$ cat src/rtl/sar_pkg.sv
// Shared types for the successive-approximation search controller.
// State encoding plus the one-hot {gt,lt,eq} comparator flag constants.
package sar_pkg;

   typedef enum logic [1:0] {
      IDLE,
      PROBE,
      WAIT,
      DONE
   } sar_state_e;

   localparam logic [2:0] CMP_GT = 3'b100;
   localparam logic [2:0] CMP_LT = 3'b010;
   localparam logic [2:0] CMP_EQ = 3'b001;

   function automatic logic flags_onehot(input logic [2:0] f);
      return (f == CMP_GT) || (f == CMP_LT) || (f == CMP_EQ);
   endfunction

endpackage

$ cat src/rtl/sar_search_ctrl_if.sv
// Probe/compare handshake between the search controller and a comparator.
// master = controller (drives probes), slave = comparator (returns flags).
interface sar_search_ctrl_if #(
   parameter int WIDTH = 2
);

   logic             probe_valid;
   logic [WIDTH-1:0] probe;
   logic             cmp_valid;
   logic             cmp_gt;
   logic             cmp_lt;
   logic             cmp_eq;

   modport master (
      output probe_valid,
      output probe,
      input  cmp_valid,
      input  cmp_gt,
      input  cmp_lt,
      input  cmp_eq
   );

   modport slave (
      input  probe_valid,
      input  probe,
      output cmp_valid,
      output cmp_gt,
      output cmp_lt,
      output cmp_eq
   );

endinterface

$ cat src/rtl/sar_bounds_update.sv
// Combinational bound narrowing for one comparator answer.
// Priority eq > gt > lt; no flag set is handled as lt.
module sar_bounds_update
   import sar_pkg::*;
#(
   parameter int WIDTH = 2
) (
   input  logic [WIDTH:0]   lo_i,
   input  logic [WIDTH:0]   hi_i,
   input  logic [WIDTH-1:0] probe_i,
   input  logic [2:0]       flags_i,
   output logic [WIDTH:0]   lo_o,
   output logic [WIDTH:0]   hi_o,
   output logic             empty_o,
   output logic             hit_o
);

   localparam logic [WIDTH:0] ONE = {{WIDTH{1'b0}}, 1'b1};

   logic [WIDTH:0] p_w;
   logic           go_up;

   assign p_w   = {1'b0, probe_i};
   assign hit_o = |(flags_i & CMP_EQ);
   assign go_up = |(flags_i & CMP_GT) && !hit_o;

   // Emptiness is judged against the probe itself, so the interval
   // check never depends on a decremented bound below zero.
   always_comb begin
      lo_o    = lo_i;
      hi_o    = hi_i;
      empty_o = 1'b0;
      if (go_up) begin
         lo_o    = p_w + ONE;
         empty_o = (p_w >= hi_i);
      end else if (!hit_o) begin
         hi_o    = p_w - ONE;
         empty_o = (p_w <= lo_i);
      end
   end

endmodule

$ cat src/rtl/sar_search_ctrl.sv
// Successive-approximation search controller (comparator initiator).
// Optional flag checking: define SAR_CMP_CHECK_EN to build the cmp_err logic.
module sar_search_ctrl
   import sar_pkg::*;
#(
   parameter int WIDTH = 2,
   parameter int CNT_W = 4
) (
   input  logic                clk,
   input  logic                rst_n,
   input  logic                start,
   sar_search_ctrl_if.master   cmp,
   output logic                busy,
   output logic                done,
   output logic                found,
   output logic [WIDTH-1:0]    result,
   output logic [CNT_W-1:0]    probe_cnt,
   output logic                cmp_err
);

   localparam logic [WIDTH:0]   HI_RST  = {1'b0, {WIDTH{1'b1}}};
   localparam logic [CNT_W-1:0] CNT_ONE = {{(CNT_W-1){1'b0}}, 1'b1};

   sar_state_e       state_q;
   logic [WIDTH:0]   lo_q, hi_q;
   logic [WIDTH:0]   lo_d, hi_d, mid_d;
   logic [WIDTH-1:0] probe_q, result_q;
   logic [CNT_W-1:0] cnt_q;
   logic             pv_q, busy_q, done_q, found_q;
   logic [2:0]       flags;
   logic             hs, empty, hit;

   assign flags = {cmp.cmp_gt, cmp.cmp_lt, cmp.cmp_eq};
   assign hs    = pv_q && cmp.cmp_valid && (state_q == WAIT);
   assign mid_d = lo_q + ((hi_q - lo_q) >> 1);

   sar_bounds_update #(
      .WIDTH (WIDTH)
   ) u_bounds (
      .lo_i    (lo_q),
      .hi_i    (hi_q),
      .probe_i (probe_q),
      .flags_i (flags),
      .lo_o    (lo_d),
      .hi_o    (hi_d),
      .empty_o (empty),
      .hit_o   (hit)
   );

   always_ff @(posedge clk or negedge rst_n) begin
      if (!rst_n) begin
         state_q  <= IDLE;
         lo_q     <= '0;
         hi_q     <= HI_RST;
         probe_q  <= '0;
         pv_q     <= 1'b0;
         busy_q   <= 1'b0;
         done_q   <= 1'b0;
         found_q  <= 1'b0;
         result_q <= '0;
         cnt_q    <= '0;
      end else begin
         done_q <= 1'b0;
         unique case (state_q)
            IDLE: begin
               if (start) begin
                  state_q  <= PROBE;
                  busy_q   <= 1'b1;
                  found_q  <= 1'b0;
                  result_q <= '0;
                  cnt_q    <= '0;
                  lo_q     <= '0;
                  hi_q     <= HI_RST;
               end
            end
            PROBE: begin
               probe_q <= mid_d[WIDTH-1:0];
               pv_q    <= 1'b1;
               state_q <= WAIT;
            end
            WAIT: begin
               if (hs) begin
                  cnt_q <= cnt_q + CNT_ONE;
                  pv_q  <= 1'b0;
                  if (hit) begin
                     result_q <= probe_q;
                     found_q  <= 1'b1;
                     busy_q   <= 1'b0;
                     done_q   <= 1'b1;
                     state_q  <= DONE;
                  end else begin
                     lo_q <= lo_d;
                     hi_q <= hi_d;
                     if (empty) begin
                        busy_q  <= 1'b0;
                        done_q  <= 1'b1;
                        state_q <= DONE;
                     end else begin
                        state_q <= PROBE;
                     end
                  end
               end
            end
            DONE: state_q <= IDLE;
            default: state_q <= IDLE;
         endcase
      end
   end

`ifdef SAR_CMP_CHECK_EN
   logic err_q;

   always_ff @(posedge clk or negedge rst_n) begin
      if (!rst_n) begin
         err_q <= 1'b0;
      end else if (hs && !flags_onehot(flags)) begin
         err_q <= 1'b1;
      end
   end

   assign cmp_err = err_q;
`else
   assign cmp_err = 1'b0;
`endif

   assign cmp.probe_valid = pv_q;
   assign cmp.probe       = probe_q;
   assign busy            = busy_q;
   assign done            = done_q;
   assign found           = found_q;
   assign result          = result_q;
   assign probe_cnt       = cnt_q;

endmodule
$ cat src/flat_wrapper.sv
// flat-port wrapper written by rule: the top's interface ports become plain ports
module sar_search_ctrl_flat import sar_pkg::*;
#(
   parameter int WIDTH = 2,
   parameter int CNT_W = 4
)
  (clk, rst_n, start, busy, done, found, result, probe_cnt, cmp_err, cmp_probe_valid, cmp_probe, cmp_cmp_valid, cmp_cmp_gt, cmp_cmp_lt, cmp_cmp_eq);
  sar_search_ctrl_if #(.WIDTH(WIDTH)) cmp_i ();
  input  logic clk;
  input  logic rst_n;
  input  logic start;
  output logic busy;
  output logic done;
  output logic found;
  output logic [WIDTH-1:0] result;
  output logic [CNT_W-1:0] probe_cnt;
  output logic cmp_err;
  output wire logic [$bits(cmp_i.probe_valid)-1:0] cmp_probe_valid;
  output wire logic [$bits(cmp_i.probe)-1:0] cmp_probe;
  input wire logic [$bits(cmp_i.cmp_valid)-1:0] cmp_cmp_valid;
  input wire logic [$bits(cmp_i.cmp_gt)-1:0] cmp_cmp_gt;
  input wire logic [$bits(cmp_i.cmp_lt)-1:0] cmp_cmp_lt;
  input wire logic [$bits(cmp_i.cmp_eq)-1:0] cmp_cmp_eq;
  assign cmp_probe_valid = cmp_i.probe_valid;
  assign cmp_probe = cmp_i.probe;
  assign cmp_i.cmp_valid = cmp_cmp_valid;
  assign cmp_i.cmp_gt = cmp_cmp_gt;
  assign cmp_i.cmp_lt = cmp_cmp_lt;
  assign cmp_i.cmp_eq = cmp_cmp_eq;
  sar_search_ctrl #(.WIDTH(WIDTH), .CNT_W(CNT_W)) u_core (.clk(clk), .rst_n(rst_n), .start(start), .cmp(cmp_i), .busy(busy), .done(done), .found(found), .result(result), .probe_cnt(probe_cnt), .cmp_err(cmp_err));
endmodule
$ cat config.mk
export PLATFORM = sky130hd
export DESIGN_NAME = sar_search_ctrl_flat
export DESIGN_NICKNAME = d
export VERILOG_FILES = /design/src/rtl/sar_pkg.sv /design/src/rtl/sar_search_ctrl_if.sv /design/src/rtl/sar_bounds_update.sv /design/src/rtl/sar_search_ctrl.sv /design/src/flat_wrapper.sv
export SDC_FILE = /design/constraint.sdc
export NUM_CORES = 1
export LEC_CHECK = 0
export ABC_AREA = 1
export CORE_UTILIZATION = 35
export DETAILED_ROUTE_END_ITERATION = 12
export PLACE_DENSITY = 0.67
export SETUP_SLACK_MARGIN = 0.05
export SLEW_MARGIN = 20
export SYNTH_ARGS = -nofsm -noshare
export SYNTH_HDL_FRONTEND = slang
export SYNTH_SLANG_ARGS = --single-unit
export TNS_END_PERCENT = 1
$ cat constraint.sdc
create_clock -name clk -period 2.2 [get_ports clk]
set_clock_uncertainty 0.1 [all_clocks]
set_input_delay 0.55 -clock clk [delete_from_list [all_inputs] [get_ports clk]]
set_output_delay 0.55 -clock clk [all_outputs]
set_load 0.02 [all_outputs]
==> impl_metrics.xml, run 1 <==
<?xml version="1.0" encoding="UTF-8"?>
<metrics>
  <group name="status">
    <metric name="status" unit="">finished clean</metric>
  </group>
  <group name="yosys">
    <metric name="synth_area_in_compound_gates" unit="%">6.65</metric>
    <metric name="synth_area" unit="sq um">1150</metric>
    <metric name="synth_top_family_by_area" unit="">simple AND/OR/NAND/NOR gates</metric>
    <metric name="synthXorXnorAreaFrac" unit="%">1.53</metric>
    <metric name="ys_async_sr_fraction" unit="%">100</metric>
    <metric name="synth-adder-area-share" unit="%">10.5</metric>
    <metric name="synth_cells" unit="">143</metric>
    <metric name="fraction_of_synthesized_area_in_multiplexers" unit="%">0</metric>
    <metric name="post_synthesis_register_bit_count" unit="">20</metric>
    <metric name="synthesis.nets" unit="">159</metric>
    <metric name="postSynthAreaPerCell" unit="sq um">8.02</metric>
    <metric name="synthesis.yosys.warnings" unit="">0</metric>
    <metric name="synth_simple_gate_area_share" unit="%">29.0</metric>
    <metric name="distinct_cell_type_count_after_synthesis" unit="">24</metric>
    <metric name="dominantRegCellSynth" unit="">sky130_fd_sc_hd__dfrtp_1</metric>
    <metric name="synth_edf_count" unit="">0</metric>
    <metric name="synth-seq-area-share" unit="%">43.8</metric>
  </group>
  <group name="finish">
    <metric name="layout.core_utilization" unit="%">45.4</metric>
    <metric name="drive_gt1_share" unit="%">7.93</metric>
    <metric name="design_area" unit="sq um">1400</metric>
    <metric name="antennaDiodeCount" unit="">0</metric>
    <metric name="post_layout_nets" unit="">181</metric>
    <metric name="layout-area-overhead-vs-synth" unit="%">21.9</metric>
  </group>
  <group name="global_routing">
    <metric name="grt_usage" unit="%">14.9</metric>
    <metric name="largest_net_degree_at_the_start_of_global_routing" unit="">12</metric>
    <metric name="vias_in_the_first_global_route" unit="">908</metric>
    <metric name="global_route.overflow_total" unit="">0</metric>
    <metric name="initial_antenna_violation_count" unit="">0</metric>
    <metric name="global_route_wire_length_before_repair" unit="um">3910</metric>
  </group>
  <group name="critical_path">
    <metric name="launching_point_of_the_worst_reg2reg_path" unit="">u_core.hi_q[0]</metric>
    <metric name="crit_required" unit="ns">1.55</metric>
    <metric name="critPathSlowestCell" unit="">sky130_fd_sc_hd__clkdlybuf4s50_1</metric>
    <metric name="critPathArrivalTime" unit="ns">1.43</metric>
    <metric name="critical_path_launch_point_type" unit="">flop</metric>
    <metric name="worstRegToRegCells" unit="">9</metric>
    <metric name="worstPathMaxFanout" unit="">6</metric>
    <metric name="crit_path_max_incr_delay" unit="ns">0.65</metric>
    <metric name="cpLargestDelayFamily" unit="">buffers and inverters</metric>
    <metric name="end_kind" unit="">output pin</metric>
    <metric name="worst-r2r-setup-slack" unit="ns">0.27</metric>
    <metric name="number_of_buffer_and_inverter_instances_along_the_worst_setup_path" unit="">1</metric>
    <metric name="worstSetupPathType" unit="">reg -&gt; out</metric>
    <metric name="reg2reg_to" unit="">u_core.cmp.probe[1]</metric>
    <metric name="cell_chain_of_the_critical_path" unit="">clkdlybuf4s50_1</metric>
  </group>
  <group name="die">
    <metric name="io-pin-count" unit="">20</metric>
    <metric name="die_height" unit="um">59.3</metric>
    <metric name="floorplan.die_area" unit="sq um">3510</metric>
    <metric name="die_width" unit="um">59.3</metric>
    <metric name="row_count" unit="">20</metric>
    <metric name="start_util" unit="%">37.3</metric>
    <metric name="core-area" unit="sq um">3080</metric>
  </group>
  <group name="cts">
    <metric name="maximum_count_of_clock_buffers_along_a_single_path" unit="">2</metric>
    <metric name="postCtsHoldBufs" unit="">0</metric>
    <metric name="cts_sinks" unit="">20</metric>
    <metric name="post_cts_resized" unit="">0</metric>
    <metric name="numCtsBuffers" unit="">3</metric>
    <metric name="cts_setup_buffers" unit="">0</metric>
    <metric name="clock-root-buffer" unit="">sky130_fd_sc_hd__clkbuf_4</metric>
    <metric name="worst_skew_pair.late_latency" unit="ns">0.29</metric>
    <metric name="ctsHtreeMaxLevel" unit="">1</metric>
    <metric name="cts_tree" unit="">built</metric>
    <metric name="clock_pin_slew_reported_for_the_worst_setup_and_hold_paths_after_clock_tree_synthesis" unit="ns">0.11</metric>
  </group>
  <group name="hold_path">
    <metric name="min-delay-start" unit="">u_core.found</metric>
    <metric name="min_delay_worst_endpoint" unit="">u_core.found</metric>
    <metric name="holdCritPathClass" unit="">reg -&gt; reg</metric>
    <metric name="whs_path_depth" unit="">2</metric>
  </group>
  <group name="power">
    <metric name="cell_int_power" unit="W">0.000975</metric>
    <metric name="p_sw" unit="W">0.000844</metric>
    <metric name="power_frac_comb" unit="%">55.3</metric>
    <metric name="clockPowerShare" unit="%">9.6</metric>
    <metric name="power.share.switching" unit="%">46.4</metric>
    <metric name="cellLeakagePower" unit="nW">0.721</metric>
    <metric name="power_per_cell_area" unit="nW/um^2">1300</metric>
    <metric name="power.share.sequential" unit="%">35.1</metric>
    <metric name="vdd_drop_max" unit="V">0.000640</metric>
  </group>
  <group name="placed_design">
    <metric name="port-buffer-count" unit="">17</metric>
    <metric name="place_area" unit="sq um">1370</metric>
    <metric name="dpl.hpwl" unit="um">1880</metric>
    <metric name="routabilityCongestion" unit="">0.840</metric>
    <metric name="dp_slack" unit="ns">0.269</metric>
  </group>
  <group name="timing">
    <metric name="tns" unit="ns">0</metric>
    <metric name="setup_viol_count_final" unit="">0</metric>
    <metric name="hold_viol" unit="">0</metric>
    <metric name="fmaxAchievable" unit="MHz">480</metric>
    <metric name="holdWs" unit="ns">0.383</metric>
    <metric name="rsz0062_at_grt" unit="">false</metric>
    <metric name="final-max-slew-violation-count" unit="">0</metric>
    <metric name="post-route-worst-setup-slack" unit="ns">0.115</metric>
    <metric name="finalCriticalPeriod" unit="ns">2.08</metric>
    <metric name="final.period_utilization" unit="%">94.8</metric>
  </group>
  <group name="routing">
    <metric name="wl_per_cell" unit="um">11.0</metric>
    <metric name="route.detailed.vias_per_inst" unit="">4.53</metric>
    <metric name="initial_drc_count" unit="">18</metric>
    <metric name="route.detailed.drc" unit="">0</metric>
    <metric name="drtAntennaViolNets" unit="">0</metric>
    <metric name="num_vias" unit="">942</metric>
    <metric name="route.final.wire_length" unit="um">2280</metric>
    <metric name="firstDrtPassIters" unit="">4</metric>
  </group>
  <group name="run">
    <metric name="cap_violations" unit="">0</metric>
  </group>
</metrics>
cells in the mapped netlist (2+ instances only):
| cell | instances | share of area [%] |
|---|---|---|
| sky130_fd_sc_hd__dfrtp_1 | 18 | 39 |
| sky130_fd_sc_hd__o21ai_0 | 8 | 3.5 |
| sky130_fd_sc_hd__ha_1 | 8 | 8.7 |
| sky130_fd_sc_hd__inv_1 | 22 | 7.2 |
| sky130_fd_sc_hd__nand3_1 | 9 | 3.9 |
| sky130_fd_sc_hd__a21oi_1 | 3 | 1.3 |
| sky130_fd_sc_hd__nand2_1 | 46 | 15 |
| sky130_fd_sc_hd__nand2_4 | 2 | 2.0 |
| sky130_fd_sc_hd__nor2_4 | 3 | 2.9 |
| sky130_fd_sc_hd__nor2_1 | 9 | 2.9 |
| sky130_fd_sc_hd__dfstp_2 | 2 | 4.6 |
cell usage in the layout, fill, tap and decap left out, drive strengths merged, types with 2 or more instances in the layout:
cell type	count
inv	23
nand2	48
nor2	13
ha	8
a21oi	3
clkdlybuf4s50	17
clkbuf	4
o21ai	9
nand3	9
dfstp	2
dfrtp	18
how the worst max path moves through the flow:
| stage | startpoint | end | slack, ns | cells past startpoint |
|---|---|---|---|---|
| 2_1_floorplan | u_core.hi_q[0] | u_core.cmp.probe[1] | 0.42 | 9 |
| 3_3_place_gp | u_core.hi_q[0] | u_core.cmp.probe[1] | 0.33 | 9 |
| 3_5_place_dp | u_core.hi_q[0] | u_core.cmp.probe[1] | 0.27 | 9 |
| 4_1_cts | u_core.cmp.probe[1] | cmp_probe[1] | 0.11 | 1 |
| 5_1_grt | u_core.cmp.probe[1] | cmp_probe[1] | 0.06 | 1 |
| 6_report | u_core.cmp.probe[1] | cmp_probe[1] | 0.12 | 1 |
worst reg2reg max path, cell delays in order (launching register included):
cell,delay [ns]
sky130_fd_sc_hd__dfstp_2,0.55
sky130_fd_sc_hd__inv_1,0.05
sky130_fd_sc_hd__nand2_1,0.07
sky130_fd_sc_hd__fa_1,0.43
sky130_fd_sc_hd__ha_1,0.20
sky130_fd_sc_hd__nand3b_1,0.17
sky130_fd_sc_hd__nand2_1,0.08
sky130_fd_sc_hd__nand2_1,0.05
sky130_fd_sc_hd__nand3_1,0.09
sky130_fd_sc_hd__nand2_1,0.06
flip-flops by register name, summed over array words and instances (netlist names):
name and cells:
u_core.busy 1, u_core.cmp.probe 2, u_core.cmp.probe_valid 1, u_core.done 1, u_core.found 1, u_core.hi_q 3, u_core.lo_q 3, u_core.probe_cnt 4
u_core.result 2, u_core.state_q 2
per-stage QoR:
step,cells,total power [W]
after floorplan,143,0.00132
after global placement,204,0.00162
after detailed placement,204,0.00167
after CTS,208,0.00185
after global routing,208,0.00201
final,208,0.00182
power groups by stage:
stage	Sequential [W]	Combinational, W	Clock (W)
finish	0.000638	0.00101	0.000175
global route	0.000660	0.00114	0.000201
CTS	0.000640	0.00103	0.000186
global placement	0.000641	0.000979	0
detailed placement	0.000647	0.00102	0
floorplan	0.000705	0.000612	0
metal layers:
layer  global-route usage (%)  part of all wire [%]  vias up
li1                         -                     -      486
met1                     21.3                    51      437
met2                     23.1                    46       14
met3                     2.62                   1.8        5
met4                     4.08                   1.0        0
met5                        0                     0        -
logic make-up (layout without fill, tap and decap cells):
kind of cell,count (synthesis),in the layout
and+or+nand+nor,73,73
adders and majority gates,9,9
AOI/OAI and AO/OA,14,14
xor gates and xnor gates,2,2
other,1,1
DFF,20,20
buffers and inverters,24,45
area by class of cell:
| class | instances | area [sq um] |
|---|---|---|
| fillers | 327 | 1680 |
| multi-input cells | 99 | 551 |
| flip-flops and latches | 20 | 503 |
| repair buffers | 18 | 178 |
| inverters | 23 | 86.3 |
| well taps | 44 | 55.1 |
| clock buffers | 4 | 26.3 |
(Power assumes the default switching activity.)
==> run 2, diff against run 1 <==
--- a/config.mk
+++ b/config.mk
@@ -6,6 +6,7 @@
 export NUM_CORES = 1
 export LEC_CHECK = 0
 export ABC_AREA = 1
+export CAP_MARGIN = 20
 export CORE_UTILIZATION = 35
 export DETAILED_ROUTE_END_ITERATION = 12
 export PLACE_DENSITY = 0.67
==> results of run 2 <==
Final layout, timing and power as in run 1 (identical DEF).
==> run 3, diff against run 2 <==
--- a/config.mk
+++ b/config.mk
@@ -6,11 +6,10 @@
 export NUM_CORES = 1
 export LEC_CHECK = 0
 export ABC_AREA = 1
-export CAP_MARGIN = 20
 export CORE_UTILIZATION = 35
 export DETAILED_ROUTE_END_ITERATION = 12
 export PLACE_DENSITY = 0.67
-export SETUP_SLACK_MARGIN = 0.05
+export SETUP_SLACK_MARGIN = 0.1
 export SLEW_MARGIN = 20
 export SYNTH_ARGS = -nofsm -noshare
 export SYNTH_HDL_FRONTEND = slang
==> impl_metrics.xml, run 3 (same netlist as run 1, synthesis figures left out) <==
<?xml version="1.0" encoding="UTF-8"?>
<metrics>
  <group name="routing">
    <metric name="wl_per_cell" unit="um">11.0</metric>
    <metric name="route.final.wire_length" unit="um">2290</metric>
    <metric name="route.detailed.vias_per_inst" unit="">4.52</metric>
    <metric name="drtAntennaViolNets" unit="">0</metric>
    <metric name="route.detailed.drc" unit="">0</metric>
    <metric name="num_vias" unit="">941</metric>
    <metric name="firstDrtPassIters" unit="">4</metric>
    <metric name="initial_drc_count" unit="">18</metric>
  </group>
  <group name="hold_path">
    <metric name="holdCritPathClass" unit="">reg -&gt; reg</metric>
  </group>
  <group name="global_routing">
    <metric name="initial_antenna_violation_count" unit="">0</metric>
    <metric name="global_route.overflow_total" unit="">0</metric>
    <metric name="vias_in_the_first_global_route" unit="">908</metric>
    <metric name="global_route_wire_length_before_repair" unit="um">3910</metric>
    <metric name="grt_usage" unit="%">14.9</metric>
    <metric name="largest_net_degree_at_the_start_of_global_routing" unit="">12</metric>
  </group>
  <group name="critical_path">
    <metric name="worstPathMaxFanout" unit="">5</metric>
    <metric name="worstSetupPathType" unit="">reg -&gt; out</metric>
    <metric name="crit_required" unit="ns">1.55</metric>
    <metric name="cpLargestDelayFamily" unit="">buffers and inverters</metric>
    <metric name="critPathSlowestCell" unit="">sky130_fd_sc_hd__clkdlybuf4s50_1</metric>
    <metric name="crit_path_max_incr_delay" unit="ns">0.63</metric>
    <metric name="end_kind" unit="">output pin</metric>
    <metric name="critical_path_launch_point_type" unit="">flop</metric>
    <metric name="number_of_buffer_and_inverter_instances_along_the_worst_setup_path" unit="">1</metric>
    <metric name="critPathArrivalTime" unit="ns">1.36</metric>
    <metric name="cell_chain_of_the_critical_path" unit="">clkdlybuf4s50_1</metric>
  </group>
  <group name="placed_design">
    <metric name="port-buffer-count" unit="">17</metric>
    <metric name="dpl.hpwl" unit="um">1880</metric>
    <metric name="dp_slack" unit="ns">0.269</metric>
    <metric name="routabilityCongestion" unit="">0.840</metric>
  </group>
  <group name="timing">
    <metric name="fmaxAchievable" unit="MHz">499</metric>
    <metric name="post-route-worst-setup-slack" unit="ns">0.195</metric>
    <metric name="final-max-slew-violation-count" unit="">0</metric>
    <metric name="final.period_utilization" unit="%">91.2</metric>
    <metric name="tns" unit="ns">0</metric>
    <metric name="setup_viol_count_final" unit="">0</metric>
    <metric name="finalCriticalPeriod" unit="ns">2.01</metric>
    <metric name="holdWs" unit="ns">0.383</metric>
    <metric name="hold_viol" unit="">0</metric>
    <metric name="rsz0062_at_grt" unit="">false</metric>
  </group>
  <group name="finish">
    <metric name="layout.cells.most_common" unit="">sky130_fd_sc_hd__nand2_1</metric>
    <metric name="drive_gt1_share" unit="%">7.93</metric>
    <metric name="layout_common_cells" unit="">sky130_fd_sc_hd__nand2_1 (46), sky130_fd_sc_hd__inv_1 (22), sky130_fd_sc_hd__dfrtp_1 (18)</metric>
    <metric name="post_layout_nets" unit="">181</metric>
    <metric name="largest_register_ffs" unit="">4</metric>
    <metric name="layout-area-overhead-vs-synth" unit="%">22.1</metric>
    <metric name="layout.core_utilization" unit="%">45.5</metric>
    <metric name="antennaDiodeCount" unit="">0</metric>
  </group>
  <group name="cts">
    <metric name="cts_tree" unit="">built</metric>
    <metric name="worst_skew_pair.late_latency" unit="ns">0.29</metric>
    <metric name="maximum_count_of_clock_buffers_along_a_single_path" unit="">2</metric>
    <metric name="ctsHtreeMaxLevel" unit="">1</metric>
    <metric name="numCtsBuffers" unit="">3</metric>
    <metric name="clock-root-buffer" unit="">sky130_fd_sc_hd__clkbuf_4</metric>
    <metric name="clock_pin_slew_reported_for_the_worst_setup_and_hold_paths_after_clock_tree_synthesis" unit="ns">0.11</metric>
    <metric name="cts_sinks" unit="">20</metric>
  </group>
  <group name="die">
    <metric name="io-pin-count" unit="">20</metric>
    <metric name="core-area" unit="sq um">3080</metric>
    <metric name="row_count" unit="">20</metric>
    <metric name="die_height" unit="um">59.3</metric>
    <metric name="die_width" unit="um">59.3</metric>
    <metric name="floorplan.die_area" unit="sq um">3510</metric>
    <metric name="start_util" unit="%">37.3</metric>
  </group>
  <group name="power">
    <metric name="vdd_drop_max" unit="V">0.000640</metric>
    <metric name="power_per_cell_area" unit="nW/um^2">1300</metric>
    <metric name="cellLeakagePower" unit="nW">0.736</metric>
  </group>
  <group name="run">
    <metric name="cap_violations" unit="">0</metric>
  </group>
  <group name="status">
    <metric name="status" unit="">finished clean</metric>
  </group>
</metrics>
## run 3: cell count changes in the layout (fill, tap and decap cells not counted), sizes merged
cell,previous run,this run
clkdlybuf4s50,17,16
dlymetal6s2s,0,1
## run 3: path summary, 6_finish.rpt
kind	from	endpoint	slack, ns	cells past startpoint
worst max-delay path	u_core.probe_cnt[0]	probe_cnt[0]	0.19	1
worst min-delay path	u_core.found	u_core.found	0.38	2
worst max register to register	u_core.hi_q[0]	u_core.cmp.probe[1]	0.27	9
worst min register to register	u_core.found	u_core.found	0.38	2
max in group asynchronous	rst_n	u_core.lo_q[0]	1.01	2
min in group asynchronous	rst_n	u_core.probe_cnt[1]	0.48	1
## run 3: routing by layer
layer,vias up,share of wire (%),track usage [%]
met4,0,1.0,4.08
met2,14,46,23.1
met5,-,0,0
met3,5,2.0,2.62
met1,436,51,21.3
li1,486,-,-
## run 3: through the flow
step	total power [W]	area [sq um]	instances
final	0.00182	1400	208
after global routing	0.00200	1400	208
after CTS	0.00185	1400	208
after global placement	0.00162	1370	204
after detailed placement	0.00167	1370	204
after floorplan	0.00132	1150	143
## run 3: timing repair
item,in CTS,in global routing
setup endpoints to repair,0,1
resized for setup,0,1
hold buffers,0,0
setup buffers,0,0
## run 3: power breakdown
group	internal, W	switching [W]
Clock	0.0000705	0.000104
Combinational	0.000390	0.000616
Sequential	0.000513	0.000125
## run 3: layout make-up
| class | count | area, sq um |
|---|---|---|
| Timing Repair Buffer | 18 | 180 |
| Tap cell | 44 | 55.1 |
| Multi-Input combinational cell | 99 | 551 |
| Sequential cell | 20 | 503 |
| Fill cell | 326 | 1680 |
| Inverter | 23 | 86.3 |
| Clock buffer | 4 | 26.3 |
